**config.mk**
```make
export PLATFORM = sky130hd
export DESIGN_NAME = clock_32
export DESIGN_NICKNAME = d
export VERILOG_FILES = /design/src/rtl/clock_32.sv
export SDC_FILE = /design/constraint.sdc
export NUM_CORES = 1
export LEC_CHECK = 0
export CORE_AREA = 2 2 39 41
export CTS_CLUSTER_SIZE = 8
export DETAILED_ROUTE_END_ITERATION = 10
export DIE_AREA = 0 0 41 43
export GPL_TIMING_DRIVEN = 0
export PLACE_DENSITY_LB_ADDON = 0.2
export REMOVE_ABC_BUFFERS = 1
export SLEW_MARGIN = 30
export SYNTH_ARGS = -nofsm -noshare
export SYNTH_HDL_FRONTEND = slang
export SYNTH_SLANG_ARGS = --single-unit
```
**constraint.sdc**
```tcl
create_clock -name clk -period 2.6 [get_ports clk]
set_input_delay 0.26 -clock clk [delete_from_list [all_inputs] [get_ports clk]]
set_output_delay 0.26 -clock clk [all_outputs]
set_load 0.05 [all_outputs]
```
**src/rtl/clock_32.sv**
```systemverilog
// Power-on reset generator: holds rst high for RESET_CYCLES rising clk edges
// after configuration, then releases it once and never re-asserts it.
module clock_32 #(
    parameter int RESET_CYCLES = 32,
    localparam int CNT_W = $clog2(RESET_CYCLES + 1)
) (
    input  logic clk,
    output logic rst
);

    localparam logic [CNT_W-1:0] LIMIT = CNT_W'(RESET_CYCLES);

    // There is no reset input, so the power-up state lives in the register
    // initialisers loaded by the bitstream (or at simulation time 0).
    logic [CNT_W-1:0] counter_reg = '0;
    logic             rst_reg     = 1'b1;

    logic [CNT_W-1:0] counter_next;
    logic             rst_next;

    // Counter saturates at LIMIT, which freezes the whole block after release.
    always_comb begin
        counter_next = counter_reg;
        if (counter_reg < LIMIT) begin
            counter_next = counter_reg + CNT_W'(1);
        end
        rst_next = (counter_next < LIMIT);
    end

    always_ff @(posedge clk) begin
        counter_reg <= counter_next;
        rst_reg     <= rst_next;
    end

    // Driven straight from a flop so downstream logic sees one clean 1->0 edge.
    assign rst = rst_reg;

endmodule

```
* Yosys cells after proc, flatten, opt, wreduce, memory -nomap -nowiden
Cells that the tools add are included.
Word-level totals: bits in registers 7, bits of input ports 1
Operators by class: add/subtract/negate cells 1, order comparisons 2, mux-type cells 1
Operators with widths (count):
- $lt 6x6->1 const B | 2
- $add 6x1->6 const B | 1
- $mux 6 | 1

* Depth between registers and ports, before layout
depth in word-level cells 3, depth in mapped cells 3, mapped depth without buffers 3

* Least setup slack after synthesis
Ideal clock, no wire load.
path kind flip-flop to flip-flop, start reg counter_reg[0], end reg counter_reg[2] (data pin), library setup time 0.260 ns, data arrival time 0.762 ns, required time 2.340 ns, path slack 1.577 ns, stages on the path, launching flop included 3, buffers on the path 0, cells stage by stage edfxtp_1 -> ha_1 -> xor2_1
Between the ends: cells in the longest elaborated chain, start to end 2, elaborated cells on any way between the ends 3, classes of those cells add/sub (1); order compare (1); mux (1)
Ends and longest elaborated chain:
- from (decl) | RTL line 15 | logic [CNT_W-1:0] counter_reg = '0;
- from (signal assigned) | RTL line 31 | counter_reg <= counter_next;
- $add 6x1->6 or $lt 6x6->1 (tied branches) | RTL line 25, 24
- $mux 6 (*) | RTL line 24 | if (counter_reg < LIMIT) begin
Mark *: on every way between the ends. The rest lies on a longest branch, timed or not.

* Worst setup path after layout
start reg rst_reg (netlist: rst), end out rst
RTL lines:
- from (decl) | RTL line 16 | logic rst_reg = 1'b1;
- from (signal assigned) | RTL line 32 | rst_reg <= rst_next;
- to (decl) | RTL line 8 | output logic rst
No word-level cell between the ends.

==> impl_metrics.env <==
export IMPL_first_global_vias=141
export IMPL_synth_top_area_cell="edfxtp_1"
export IMPL_cp_arrival_ns=1.34
export IMPL_layout_nets=25
export IMPL_syn_inst=17
export IMPL_grt_setup_unrepaired="false"
export IMPL_wl_per_cell_um=8.079
export IMPL_antenna_found_initial=0
export IMPL_slowest_delay_ns=0.79
export IMPL_powerDensity_nw_per_um2=649.1
export IMPL_rr_endpoint="counter_reg[2]$_DFFE_PN_"
export IMPL_htree_levels=1
export IMPL_row_count=14
export IMPL_ys_ff_latch=7
export IMPL_setup_viol=0
export IMPL_timing_hold_ws_ns=0.4379
export IMPL_dr_wl_met3_um=38
export IMPL_worst_ir_drop_vdd_mv=0.2445
export IMPL_crit_buf_inv=1
export IMPL_dpl_instance_area_um2=305.3
export IMPL_grt_pass1_wl_um=524
export IMPL_worstSetupStartpoint="rst$_DFF_P_"
export IMPL_yosysMostFrequentCell="edfxtp_1"
export IMPL_start_util=0.1989
export IMPL_clkSinkCount=7
export IMPL_fin_crit_sh=0.6167
export IMPL_critPathRequiredTime_ns=2.34
export IMPL_ff2ff_path_depth=2
export IMPL_syn_to_final_growth_pct=20.45
export IMPL_fillers=148
export IMPL_top_layer="met4"
export IMPL_period_needed_ns=1.603
export IMPL_grt_start_max_net_pins=6
export IMPL_finClkSkew_ns=0.004732
export IMPL_setup_tns_ns=0
export IMPL_hold_buffers=0
export IMPL_port_buffers=1
export IMPL_synthArstFlopShare=0
export IMPL_die_area_um2=1763
export IMPL_clk_path_buf_depth=2
export IMPL_leakagePower_nw=0.1306
export IMPL_cp_max_fo=1
export IMPL_crit_end="rst"
export IMPL_path_cells="clkdlybuf4s50_1"
export IMPL_die_w_um=41
export IMPL_postRouteAntennaNets=0
export IMPL_ctsResizeCount=0
export IMPL_drive_gt1_frac=0.2273
export IMPL_hold_class="reg2reg"
export IMPL_cap_violations=0
export IMPL_synthesis_area_um2=275.3
export IMPL_route_met2_wl_um=123
export IMPL_start_kind="flip-flop"
export IMPL_core_area_um2=1384
export IMPL_fmax_mhz=623.7
export IMPL_firstDrtPassIters=2
export IMPL_wl_met1_um=129
export IMPL_grt_ovfl_total=0
export IMPL_crit_type="reg2out"
export IMPL_drv_slew=0
export IMPL_endpoint_kind="output port"
export IMPL_ys_flop_type="edfxtp_1"
export IMPL_cp_slowest_cell="clkdlybuf4s50_1"
export IMPL_synth_top_area_frac=0.5455
export IMPL_reg2reg_slack_ns=1.53
export IMPL_fin_area_um2=331.6
export IMPL_ys_warn_count=0
export IMPL_fp_dieH_um=43
export IMPL_clk_pin_slew_ns=0.05
export IMPL_drcViolationCount=0
export IMPL_grt_usage=0.05471
export IMPL_reg2reg_from="counter_reg[0]$_DFFE_PN_"
export IMPL_largest_register_ffs=6
export IMPL_cts_tree="yes"
export IMPL_status="completed"
export IMPL_cp_depth=1
export IMPL_num_antenna_cells=0
export IMPL_synth_edff_count=5
export IMPL_cts_root_buffer="clkbuf_4"
export IMPL_crit_family="buffers and inverters"
export IMPL_final_hold_viol_count=0
export IMPL_ys_seq_area_frac=0.6909
export IMPL_slew_headroom=0.6730
export IMPL_drt_initial_drc_count=3
export IMPL_routabilityCongestion=0.6631
export IMPL_yosys_top_cells_count="edfxtp_1 (5), dfxtp_1 (2), inv_1 (2)"
export IMPL_worstMarginPinSlew_ns=0.4890
export IMPL_io_pins=2
export IMPL_yosysUniqueCellTypes=11
export IMPL_viasPerCell=3.711
export IMPL_synth_avg_cell_area_um2=16.19
export IMPL_wl_um=307
export IMPL_cts_post_setup_buffers_inserted=0
export IMPL_clock_latency_ns=0.25
export IMPL_numCtsBuffers=3
export IMPL_vias=141
export IMPL_synthTopCellsByArea="edfxtp_1 (55%), dfxtp_1 (15%), xor2_2 (5.9%), ha_1 (4.5%), and3_4 (4.1%)"
[worst min path at each step]
| stage | start | slack, ns | endpoint | depth (start not counted) |
|---|---|---|---|---|
| 6_report | counter_reg[5]$_DFF_P_ | 0.44 | rst$_DFF_P_ | 1 |
| 5_1_grt | counter_reg[5]$_DFF_P_ | 0.46 | rst$_DFF_P_ | 1 |
| 4_1_cts | counter_reg[5]$_DFF_P_ | 0.44 | rst$_DFF_P_ | 1 |
| 3_5_place_dp | counter_reg[5]$_DFF_P_ | 0.43 | rst$_DFF_P_ | 1 |
| 3_3_place_gp | counter_reg[5]$_DFF_P_ | 0.42 | rst$_DFF_P_ | 1 |
| 2_1_floorplan | counter_reg[5]$_DFF_P_ | 0.41 | rst$_DFF_P_ | 1 |
[power by group]
part           switching [mW]  internal [mW]  leakage (nW)     total, mW
Sequential                  0          0.118        0.0743         0.118
Combinational               0              0        0.0413  0.0000000413
Clock                  0.0386         0.0585        0.0150        0.0970
Total                  0.0386          0.177         0.131         0.215
[metal layers]
layer | global-route usage | up-vias
li1 | - | 70
met1 | 0.04967 | 63
met2 | 0.05625 | 5
met3 | 0.06283 | 3
met4 | 0.06000 | 0
met5 | 0 | -
[cell usage in the layout (no fill, tap or decap)]
master,count
a31o_1,1
a31oi_1,1
and3_4,1
clkbuf_1,1
clkbuf_4,3
clkdlybuf4s50_1,1
dfxtp_1,2
edfxtp_1,5
ha_1,1
inv_1,2
nand3_1,1
xnor2_1,1
xor2_1,1
xor2_2,1
[logic make-up after synthesis]
family | synth area share
AOI/OAI and AO/OA | 0.05457
xor gates and xnor gates | 0.1228
adders and majority gates | 0.04545
buffers and inverters | 0.02728
DFF | 0.6909
and+or+nand+nor | 0.05907
[layout make-up]
type                            count  area (µm²)  area share
Sequential cell                     7       190.2      0.5736
Multi-Input combinational cell      8       77.57      0.2340
Timing Repair Buffer                1       10.01     0.03019
Inverter                            2       7.507     0.02264
Clock buffer                        4       26.28     0.07925
Tap cell                           16       20.02     0.06038
[per-stage QoR]
step	utilization	cells	power (mW)	setup WS, ns
5_1_grt	0.2396	38	0.2267	0.9506
2_1_floorplan	-	17	0.1203	1.577
4_1_cts	0.2396	38	0.2198	0.9828
3_5_place_dp	0.2206	34	0.1203	1.262
3_3_place_gp	0.2206	34	0.1203	1.268
6_report	0.2396	38	0.2152	0.9966
No activity file was read; power rests on OpenSTA's default activity.
